<file path="config.mk">
export PLATFORM = sky130hd
export DESIGN_NAME = apb2_master
export DESIGN_NICKNAME = d
export VERILOG_FILES = /design/src/rtl/apb2_master.sv
export SDC_FILE = /design/constraint.sdc
export NUM_CORES = 1
export LEC_CHECK = 0
export BUFFER_PORTS_ARGS = -buffer_cell sky130_fd_sc_hd__buf_2
export CORE_ASPECT_RATIO = 1.1
export CORE_MARGIN = 3
export CORE_UTILIZATION = 48
export CTS_BUF_LIST = sky130_fd_sc_hd__clkbuf_8 sky130_fd_sc_hd__clkbuf_16
export DETAILED_ROUTE_END_ITERATION = 16
export PLACE_DENSITY = 0.82
export SLEW_MARGIN = 5
export SYNTH_ARGS = -nofsm -noshare
export SYNTH_HDL_FRONTEND = slang
export SYNTH_SLANG_ARGS = --single-unit
</file>
<file path="constraint.sdc">
create_clock -name PCLK -period 4 [get_ports PCLK]
set_clock_uncertainty 0.15 [all_clocks]
set_input_delay 0.4 -clock PCLK [delete_from_list [all_inputs] [get_ports PCLK]]
set_output_delay 0.4 -clock PCLK [all_outputs]
set_load 0.005 [all_outputs]
</file>
<file path="src/rtl/apb2_master.sv">
// APB2 initiator: turns a valid/ready command stream into SETUP/ACCESS transfers
// and returns each completion on a one-cycle response strobe.
module apb2_master #(
  parameter int unsigned ADDR_BITS = 4,
  parameter int unsigned DATA_BITS = 8
) (
  input  logic                 PCLK,
  input  logic                 PRESET,
  input  logic                 cmd_valid,
  output logic                 cmd_ready,
  input  logic                 cmd_write,
  input  logic [ADDR_BITS-1:0] cmd_addr,
  input  logic [DATA_BITS-1:0] cmd_wdata,
  output logic                 rsp_valid,
  output logic                 rsp_write,
  output logic [DATA_BITS-1:0] rsp_rdata,
  output logic [ADDR_BITS-1:0] PADDR,
  output logic                 PSEL,
  output logic                 PENABLE,
  output logic                 PWRITE,
  output logic [DATA_BITS-1:0] PWDATA,
  input  logic [DATA_BITS-1:0] PRDATA
);

  typedef enum logic [1:0] {
    S_IDLE   = 2'd0,
    S_SETUP  = 2'd1,
    S_ACCESS = 2'd2
  } state_e;

  state_e               state_q, state_d;
  logic                 ready_q, ready_d;
  logic                 psel_q, psel_d;
  logic                 penable_q, penable_d;
  logic [ADDR_BITS-1:0] paddr_q, paddr_d;
  logic                 pwrite_q, pwrite_d;
  logic [DATA_BITS-1:0] pwdata_q, pwdata_d;
  logic                 rsp_valid_q, rsp_valid_d;
  logic                 rsp_write_q, rsp_write_d;
  logic [DATA_BITS-1:0] rsp_rdata_q, rsp_rdata_d;
  logic                 accept;

  assign accept = cmd_valid && ready_q;

  always_ff @(posedge PCLK or posedge PRESET) begin
    if (PRESET) begin
      state_q     <= S_IDLE;
      ready_q     <= 1'b0;
      psel_q      <= 1'b0;
      penable_q   <= 1'b0;
      paddr_q     <= '0;
      pwrite_q    <= 1'b0;
      pwdata_q    <= '0;
      rsp_valid_q <= 1'b0;
      rsp_write_q <= 1'b0;
      rsp_rdata_q <= '0;
    end else begin
      state_q     <= state_d;
      ready_q     <= ready_d;
      psel_q      <= psel_d;
      penable_q   <= penable_d;
      paddr_q     <= paddr_d;
      pwrite_q    <= pwrite_d;
      pwdata_q    <= pwdata_d;
      rsp_valid_q <= rsp_valid_d;
      rsp_write_q <= rsp_write_d;
      rsp_rdata_q <= rsp_rdata_d;
    end
  end

  always_comb begin
    state_d     = state_q;
    paddr_d     = paddr_q;
    pwrite_d    = pwrite_q;
    pwdata_d    = pwdata_q;
    rsp_valid_d = 1'b0;
    rsp_write_d = rsp_write_q;
    rsp_rdata_d = rsp_rdata_q;

    case (state_q)
      S_IDLE:   if (accept) state_d = S_SETUP;
      S_SETUP:  state_d = S_ACCESS;
      S_ACCESS: begin
        // Edge ending ACCESS completes the transfer and samples PRDATA
        rsp_valid_d = 1'b1;
        rsp_write_d = pwrite_q;
        rsp_rdata_d = pwrite_q ? '0 : PRDATA;
        state_d     = accept ? S_SETUP : S_IDLE;
      end
      default:  state_d = S_IDLE;
    endcase

    if (accept) begin
      paddr_d  = cmd_addr;
      pwrite_d = cmd_write;
      pwdata_d = cmd_write ? cmd_wdata : '0;
    end

    // Pin values are derived from the next state so they leave the block registered
    ready_d   = (state_d != S_SETUP);
    psel_d    = (state_d != S_IDLE);
    penable_d = (state_d == S_ACCESS);
  end

  assign cmd_ready = ready_q;
  assign PSEL      = psel_q;
  assign PENABLE   = penable_q;
  assign PADDR     = paddr_q;
  assign PWRITE    = pwrite_q;
  assign PWDATA    = pwdata_q;
  assign rsp_valid = rsp_valid_q;
  assign rsp_write = rsp_write_q;
  assign rsp_rdata = rsp_rdata_q;

endmodule

</file>
==> reports/metrics.cfg, run 1 <==
[pwr]
cellPowerDensity_mw_per_mm2 = 480
p_leak_uw = 0.000716
ir_drop_mv = 0.307

[grt]
grt.met1_usage = 0.207
grt_pass1_vias = 832
grt_max_degree = 28
grt-busiest-layer = met2
grt_use_met3 = 0.0349
track_usage = 0.165
antenna_found_initial = 0
use_met2 = 0.273
overflow = 0
grt_first_pass_wirelength_um = 3620

[cts]
clk_path_buf_depth = 2
cts.htree.levels = 1
cts.clk_slew.worst_paths_ns = 0.09
cts_tree = built
post_cts_buffers = 0
cts_resized = 0
hold_buffers = 0
clkSinkCount = 27
cts_buffers = 3
clock_latency_ns = 0.27
clock-root-buffer = clkbuf_8

[drt]
drt_iter0_markers = 13
ant_nets = 0
vias_per_cell = 4.96
drt_wl_total_um = 2110
drcViolationCount = 0
first_pass_iters = 4
wire_per_inst_um = 13.0
via_count = 803

[sta]
holdWs_ns = 0.187
fin_tns_setup_ns = 0
fin_crit_sh = 0.423
grt_setup_unrepaired = false
timing.final.ws_setup_ns = 2.31
fmax_mhz = 591
worst_pin_slew_ns = 0.968
period_needed_ns = 1.69
drv_slew = 0
hold_viol = 0
max_slew_margin = 0.354
setup_viol = 0

[place]
io_buffers = 49
place_hpwl_um = 1620
dp_cells = 158
pre_cts_ws_ns = 2.31
place_congestion = 0.640

[worst_setup_path]
worstPathCellList = nor2b_1 > mux2_2
timing.rr.start = state_q[0]
max_stage_delay_ns = 0.60
crit_cells = 2
crit_arrival_ns = 1.70
r2r_cells = 2
r2r_slack_ns = 2.31
crit_end = rsp_rdata[0]
startpoint = state_q[0]
required_ns = 4.01
worstSetupPathType = register to register
path_buf_inv = 0
crit_path_start_kind = register
r2r-end = rsp_rdata[0]
path_max_fanout = 10
crit_family = simple AND/OR/NAND/NOR gates
crit_path_top_delay_cell = nor2b_1
endpoint_kind = register

[yosys]
synth-seq-area-share = 0.619
ys.warnings.count = 0
synth.distinct_cells = 16
synth_seq_cells = 27
syn_inst = 86
synth_top_area_share = 0.619
syn_area_per_cell_um2 = 12.7
synth_area_leaders = dfrtp_1 (62%), mux2_2 (13%), nor2b_1 (5.7%)
syn_nets = 110
syn-cell-area_mm2 = 0.00109
yosysTopAreaCell = dfrtp_1

[finish]
mostFrequentLayoutCells = buf_2 (49), dfrtp_1 (27), mux2_2 (13)
utilization = 0.663
final_common_cell = buf_2
fin_cells = 162
synthToLayoutAreaGrowth_pct = 26.6
final_nets = 159
n_antenna_cell = 0
drive_gt1_frac = 0.507

[floorplan]
core_mm2 = 0.00208
io_pins = 50
die_y_um = 56.0
die_area_mm2 = 0.00288
start_util = 0.524
core.rowCount = 17
die_w_um = 51.5

[status]
status = finished clean

[run]
cap_violations = 0

[min_path]
holdCritPathClass = input port to async pin

==> cell families (layout without fill, tap and decap cells) <==
group	after synthesis	count (layout)	synth area share
flip-flops	27	27	0.619
AND/OR/NAND/NOR	22	22	0.124
buffers and inverters	14	62	0.0664
AO/OA/AOI/OAI	9	9	0.0435
multiplexers	14	14	0.148
==> state kept, by name, summed over array words and instances, names as in the netlist <==
register,flops
PENABLE,1
rsp_valid,1
rsp_write,1
PWDATA,8
rsp_rdata,8
PWRITE,1
PSEL,1
cmd_ready,1
PADDR,4
state_q,1
==> report_power, final <==
| group | internal (µW) | switching [µW] | total [µW] |
|---|---|---|---|
| registers | 328 | 34.6 | 362 |
| logic | 87.7 | 60.2 | 148 |
| clock network | 70.6 | 82.2 | 153 |
| total | 486 | 177 | 663 |
==> stage by stage <==
| stage | total power [µW] | cell area, µm² |
|---|---|---|
| after floorplan | 442 | 1090 |
| after global placement | 510 | 1330 |
| after detailed placement | 520 | 1330 |
| after CTS | 673 | 1380 |
| after global routing | 708 | 1380 |
| final | 663 | 1380 |
==> synthesized netlist by cell type <==
cell type	count
buf_2	1
dfrtp_1	27
nor2b_1	10
nand2b_1	1
nor2_1	1
o21bai_1	1
mux2_4	1
o21ai_0	8
buf_4	1
mux2_2	13
buf_1	1
nand4_1	8
inv_1	9
and2_4	1
buf_6	2
nand2_1	1
==> final cells by class <==
class | count | area, µm²
fillers | 174 | 702
well taps | 28 | 35.0
multi-input cells | 45 | 344
clock buffers | 3 | 41.3
repair buffers | 49 | 245
inverters | 9 | 33.8
flip-flops and latches | 27 | 676
clock inverters | 1 | 7.51
==> worst min path at each step <==
stage,from,to
2_1_floorplan,PRESET,PADDR[0]
3_3_place_gp,PENABLE,PENABLE
3_5_place_dp,PENABLE,PENABLE
4_1_cts,cmd_addr[0],PADDR[0]
5_1_grt,cmd_addr[0],PADDR[0]
6_report,PRESET,rsp_rdata[4]
==> metal layers <==
metal / up-vias / part of all wire / wire (µm)
met5: - / 0 / 0
met4: 0 / 0.010 / 22
met3: 4 / 0.092 / 195
met2: 44 / 0.46 / 971
met1: 374 / 0.44 / 925
li1: 381 / - / -
Power figures use the tool's default switching activity.
==> run 2: changes to the inputs <==
- CORE_UTILIZATION: 48 -> 45
- PLACE_DENSITY: 0.82 -> 0.77
- clock period: 4 -> 1.66 ns (I/O delays scaled with it)
==> run 2 against run 1 <==
- the flow now finishes with violations (hold timing)
- global-route usage fell by 0.50 points
- critical path depth rose by 1
- critical endpoint is now rsp_rdata[6]
- sequential cell count did not move
- clock-buffer cell count did not move
- cell count rose by 8.6%
- via count rose by 5.9%
- sequential power rose by 140%
- sequential share of layout area fell by 3.8 points
- die area rose by 5.9%
==> reports/metrics.cfg, run 2 (synthesized netlist as in run 1, its figures left out) <==
[status]
status = finished, violations left
violations = hold timing

[finish]
fillerInstances = 187  ; +7.5%
drive_gt1_frac = 0.486  ; -0.0212
final_nets = 171  ; +7.5%
final_common_cell = buf_2
mostFrequentLayoutCells = buf_2 (49), dfrtp_1 (27), mux2_2 (13)
n_antenna_cell = 0  ; unchanged
synthToLayoutAreaGrowth_pct = 37.1

[cts]
clkSinkCount = 27  ; unchanged
cts.htree.levels = 1  ; unchanged
cts_buffers = 3  ; unchanged
cts.clk_slew.worst_paths_ns = 0.09  ; about the same
cts_resized = 0  ; unchanged
clock-root-buffer = clkbuf_8
clk_path_buf_depth = 2  ; unchanged
cts_tree = built
clock_latency_ns = 0.27  ; about the same
hold_buffers = 9  ; +9
post_cts_buffers = 0  ; unchanged

[worst_setup_path]
r2r-end = rsp_rdata[6]
crit_path_start_kind = register
worstSetupPathType = register to register
crit_arrival_ns = 1.33  ; -0.37 ns
timing.rr.start = state_q[0]
r2r_slack_ns = 0.33  ; -1.97 ns
crit_path_top_delay_cell = dfrtp_1
required_ns = 1.67  ; -2.34 ns
startpoint = state_q[0]
endpoint_kind = register
r2r_cells = 3  ; +1
worstPathCellList = nor2b_1 > buf_4 > mux2_2
crit_end = rsp_rdata[6]
path_max_fanout = 10  ; unchanged
max_stage_delay_ns = 0.42  ; -0.18 ns

[drt]
via_count = 850  ; +5.9%
drt_iter0_markers = 8  ; -5
vias_per_cell = 4.83  ; -2.6%
drt_wl_total_um = 2210  ; +4.5%
drcViolationCount = 0  ; unchanged
wire_per_inst_um = 12.6  ; -3.8%
first_pass_iters = 3  ; -1
ant_nets = 0  ; unchanged

[sta]
hold_viol = 1  ; +1
fmax_mhz = 754  ; +28%
max_slew_margin = 0.678  ; +0.324
grt_setup_unrepaired = false
setup_viol = 0  ; unchanged
fin_crit_sh = 0.799  ; +0.376
fin_tns_setup_ns = 0  ; unchanged
drv_slew = 0  ; unchanged
worst_pin_slew_ns = 0.483  ; -0.485 ns
period_needed_ns = 1.33  ; -0.366 ns
holdWs_ns = -0.00190  ; -0.188 ns

[floorplan]
start_util = 0.480  ; -0.0438
die_area_mm2 = 0.00306  ; +5.9%
die_y_um = 57.7  ; +2.9%
io_pins = 50  ; unchanged
core_mm2 = 0.00227  ; +9.1%
core.rowCount = 18  ; +1
die_w_um = 53.0  ; +2.9%

[grt]
grt_max_degree = 17  ; -39%
overflow = 0  ; unchanged
grt_pass1_vias = 806  ; -3.1%
antenna_found_initial = 0  ; unchanged
grt_first_pass_wirelength_um = 3640  ; +0.58%
track_usage = 0.160  ; -0.00499

[pwr]
p_leak_uw = 0.000769  ; +7.3%
cellPowerDensity_mw_per_mm2 = 1090  ; +130%
ir_drop_mv = 0.738  ; +140%

[min_path]
holdCritPathClass = input port to register

[place]
io_buffers = 49  ; unchanged
place_hpwl_um = 1620  ; +0.60%
place_congestion = 0.644  ; +0.59%

[run]
cap_violations = 0  ; unchanged

-- run 2: layer usage --
metal,part of all wire,global-route usage
met2,0.48,0.252
met4,0.013,0.0657
met3,0.10,0.0386
met1,0.40,0.214
met5,0,0
-- run 2: cell type report --
cell class / count / area (µm²) / area share
tap: 30 / 37.5 / 0.0251
multi-input combinational: 45 / 344 / 0.230
sequential: 27 / 676 / 0.451
clock buffer: 3 / 41.3 / 0.0276
inverter: 9 / 33.8 / 0.0226
timing repair buffer: 61 / 358 / 0.239
clock inverter: 1 / 7.51 / 0.00501
-- run 2: worst min-delay path by stage --
stage | from | to | slack [ns] | cells after the start
2_1_floorplan | PRESET | PADDR[0] | 0.07 | 1
3_3_place_gp | PRESET | rsp_rdata[2] | 0.05 | 2
3_5_place_dp | PRESET | rsp_rdata[5] | 0.06 | 2
4_1_cts | cmd_wdata[6] | PWDATA[6] | 0.0004 | 3
5_1_grt | cmd_wdata[6] | PWDATA[6] | 0.02 | 3
6_report | cmd_wdata[6] | PWDATA[6] | -0.002 | 3
-- run 2: report_power, final --
part           internal, µW  leakage, µW  switching, µW
clock network           170    0.0000217            201
registers               790     0.000339           76.7
logic                   233     0.000408            156
total                  1190     0.000769            434
-- run 2: through the flow --
| stage | instances | setup slack, ns | total power (µW) | instance area, µm² | utilization |
|---|---|---|---|---|---|
| after floorplan | 86 | 0.305 | 1070 | 1090 | - |
| after global placement | 163 | 0.375 | 1240 | 1360 | 0.597 |
| after detailed placement | 163 | 0.338 | 1260 | 1360 | 0.597 |
| after CTS | 176 | 0.326 | 1650 | 1500 | 0.658 |
| after global routing | 176 | 0.276 | 1730 | 1500 | 0.658 |
| final | 176 | 0.333 | 1630 | 1500 | 0.658 |
-- run 2: critical path: cells and delay by family (launching register included) --
family | cells | cell delay, ns
multiplexers | 1 | 0.34
flip-flops | 1 | 0.42
AND/OR/NAND/NOR | 1 | 0.12
buffers and inverters | 1 | 0.18
==> run 3: changes to the inputs <==
- ABC_AREA: default -> 1
- clock period: 1.66 -> 1.3 ns (I/O delays scaled with it)
==> run 3 against run 2 <==
- the run now ends clean
- via count grew 18%
- worst hold slack gained 0.014 ns
- die area shrank 0.61%
- clock-buffer cell count is the same
- cell count grew 26%
- critical path type is now register to primary output
==> reports/metrics.cfg, run 3 <==
[min_path]
hp-start = PRDATA[4]
holdCritPathClass = input port to register

[yosys]
ys.flop_type = dfrtp_1
ys_top_cells_by_count = nand2_1 (61), dfrtp_1 (27), inv_1 (11)
synth-seq-area-share = 0.623  ; +0.00428
yosysTopAreaCell = dfrtp_1
synth_edf_count = 0  ; unchanged
synthMuxAreaShare = 0  ; -0.148
syn-cell-area_mm2 = 0.00108  ; -0.69%
synth.distinct_cells = 12  ; -4
synth-adder-area-share = 0  ; unchanged
synthArstFlopShare = 1.00  ; unchanged
synth_seq_cells = 27  ; unchanged
synth_most_common_cell = nand2_1
synth_compound_area_frac = 0.0369  ; -0.00662
synth_xor_area_frac = 0  ; unchanged
synth_top_family_by_area = simple AND/OR/NAND/NOR gates
synth_top_area_share = 0.623  ; +0.00428
syn_inst = 125  ; +45%
syn_area_per_cell_um2 = 8.68  ; -32%
synth_area_leaders = dfrtp_1 (62%), nand2_1 (21%), inv_1 (3.8%)
synth_simple_gate_area_share = 0.273  ; +0.150
syn_nets = 149  ; +35%
ys.warnings.count = 0  ; unchanged

[floorplan]
start_util = 0.477  ; -0.00330
die_y_um = 57.5  ; -0.31%
die_w_um = 52.8  ; -0.30%
io_pins = 50  ; unchanged
core_mm2 = 0.00227  ; unchanged
die_area_mm2 = 0.00304  ; -0.61%
core.rowCount = 18  ; unchanged

[worst_setup_path]
crit_arrival_ns = 0.91  ; -0.42 ns
path_buf_inv = 1  ; unchanged
max_stage_delay_ns = 0.49  ; +0.07 ns
startpoint = PWRITE
crit_path_start_kind = register
path_max_fanout = 11  ; +1
timing.rr.start = state_q[0]
crit_path_top_delay_cell = dfrtp_2
endpoint_kind = primary output
worstSetupPathType = register to primary output
crit_family = flip-flops
required_ns = 1.02  ; -0.65 ns
worstPathCellList = buf_2

[sta]
setup_viol = 0  ; unchanged
hold_viol = 0  ; -1
drv_slew = 0  ; unchanged
max_slew_margin = 0.780  ; +0.102
fmax_mhz = 843
timing.final.ws_setup_ns = 0.114  ; -0.219 ns
worst_pin_slew_ns = 0.329  ; -0.153 ns
grt_setup_unrepaired = false
holdWs_ns = 0.0117  ; +0.0136 ns
fin_tns_setup_ns = 0  ; unchanged
fin_crit_sh = 0.912
period_needed_ns = 1.19

[place]
place_congestion = 0.684  ; +6.2%
dp_cells = 202  ; +24%
io_buffers = 49  ; unchanged
place_hpwl_um = 1680  ; +3.1%
pre_cts_ws_ns = 0.247  ; -0.0909 ns

[pwr]
ir_drop_mv = 0.987  ; +34%
p_total_uw = 2040  ; +25%
cellPowerDensity_mw_per_mm2 = 1300  ; +20%
p_leak_uw = 0.000929  ; +21%

[cts]
cts.clk_slew.worst_paths_ns = 0.08  ; about the same
cts_tree = built
clock_latency_ns = 0.27  ; about the same
clk_path_buf_depth = 2  ; unchanged
cts.htree.levels = 1  ; unchanged
cts_buffers = 3  ; unchanged
clock-root-buffer = clkbuf_8
clkSinkCount = 27  ; unchanged

[drt]
via_count = 1006  ; +18%
ant_nets = 0  ; unchanged
first_pass_iters = 4  ; +1
drt_iter0_markers = 19  ; +11
drt_wl_total_um = 2530  ; +15%
vias_per_cell = 4.55  ; -5.7%
wire_per_inst_um = 11.5  ; -8.8%
drcViolationCount = 0  ; unchanged

[run]
cap_violations = 0  ; unchanged

[finish]
synthToLayoutAreaGrowth_pct = 44.9
register_area_um2 = 677  ; +0.19%
n_antenna_cell = 0  ; unchanged
multi_input_comb_area_um2 = 337  ; -2.2%
drive_gt1_frac = 0.319  ; -0.167
final_nets = 216  ; +26%
final_common_cell = nand2_1
mostFrequentLayoutCells = nand2_1 (61), buf_2 (49), dfrtp_1 (26)
fillerInstances = 184  ; -1.6%
fin_cells = 221  ; +26%

[status]
status = finished clean

[grt]
grt_pass1_vias = 1011  ; +25%
overflow = 0  ; unchanged
grt_first_pass_wirelength_um = 4210  ; +16%
antenna_found_initial = 0  ; unchanged
track_usage = 0.187  ; +0.0260
grt_max_degree = 28  ; +11

run 3: what timing repair did:
item,CTS,global route
endpoints found under the setup margin,0,1
buffers inserted,0,0
hold buffers,15,0
gates resized for setup,0,1
endpoints found under the hold margin,41,0
run 3: final timing paths:
check,end,slack (ns),cells past startpoint
max,PWRITE,0.11,1
min,rsp_rdata[4],0.01,5
max in group asynchronous,PWRITE,0.40,4
min in group asynchronous,rsp_write,0.33,4
max reg2reg,rsp_rdata[2],0.23,4
min reg2reg,rsp_rdata[5],0.33,2
run 3: power breakdown:
part | internal (µW) | leakage [µW] | switching, µW | total [µW]
combinational | 251 | 0.000561 | 251 | 501
clock | 211 | 0.0000269 | 237 | 448
sequential | 997 | 0.000341 | 95.0 | 1090
total | 1460 | 0.000929 | 582 | 2040
run 3: per-stage QoR:
step,instance area [µm²],utilization
floorplan,1080,-
global placement,1380,0.605
detailed placement,1380,0.605
CTS,1570,0.690
global route,1570,0.691
finish,1570,0.691
run 3: layout make-up:
cell class / instances / area share
clock buffer: 3 / 0.0263
clock inverter: 1 / 0.00239
inverter: 14 / 0.0334
multi-input combinational: 80 / 0.214
sequential: 27 / 0.431
tap: 30 / 0.0239
timing repair buffer: 66 / 0.269
run 3: tightest hold or removal path, cell delays in order:
cell	delay (ns)
buf_2	0.09
inv_1	0.04
nor2_1	0.03
nand2_1	0.05
nand2_1	0.04
run 3: cells by family (layout without fill, tap and decap cells):
family,after synthesis,count (layout)
compound gates,8,8
buf+inv,18,84
flops,27,27
simple gates,72,72
run 3: layer usage:
metal / track usage / wire length [µm] / share of wire
met1: 0.195 / 993 / 0.39
met2: 0.344 / 1300 / 0.51
met3: 0.0418 / 199 / 0.079
met4: 0.0839 / 39 / 0.015
met5: 0 / 0 / 0
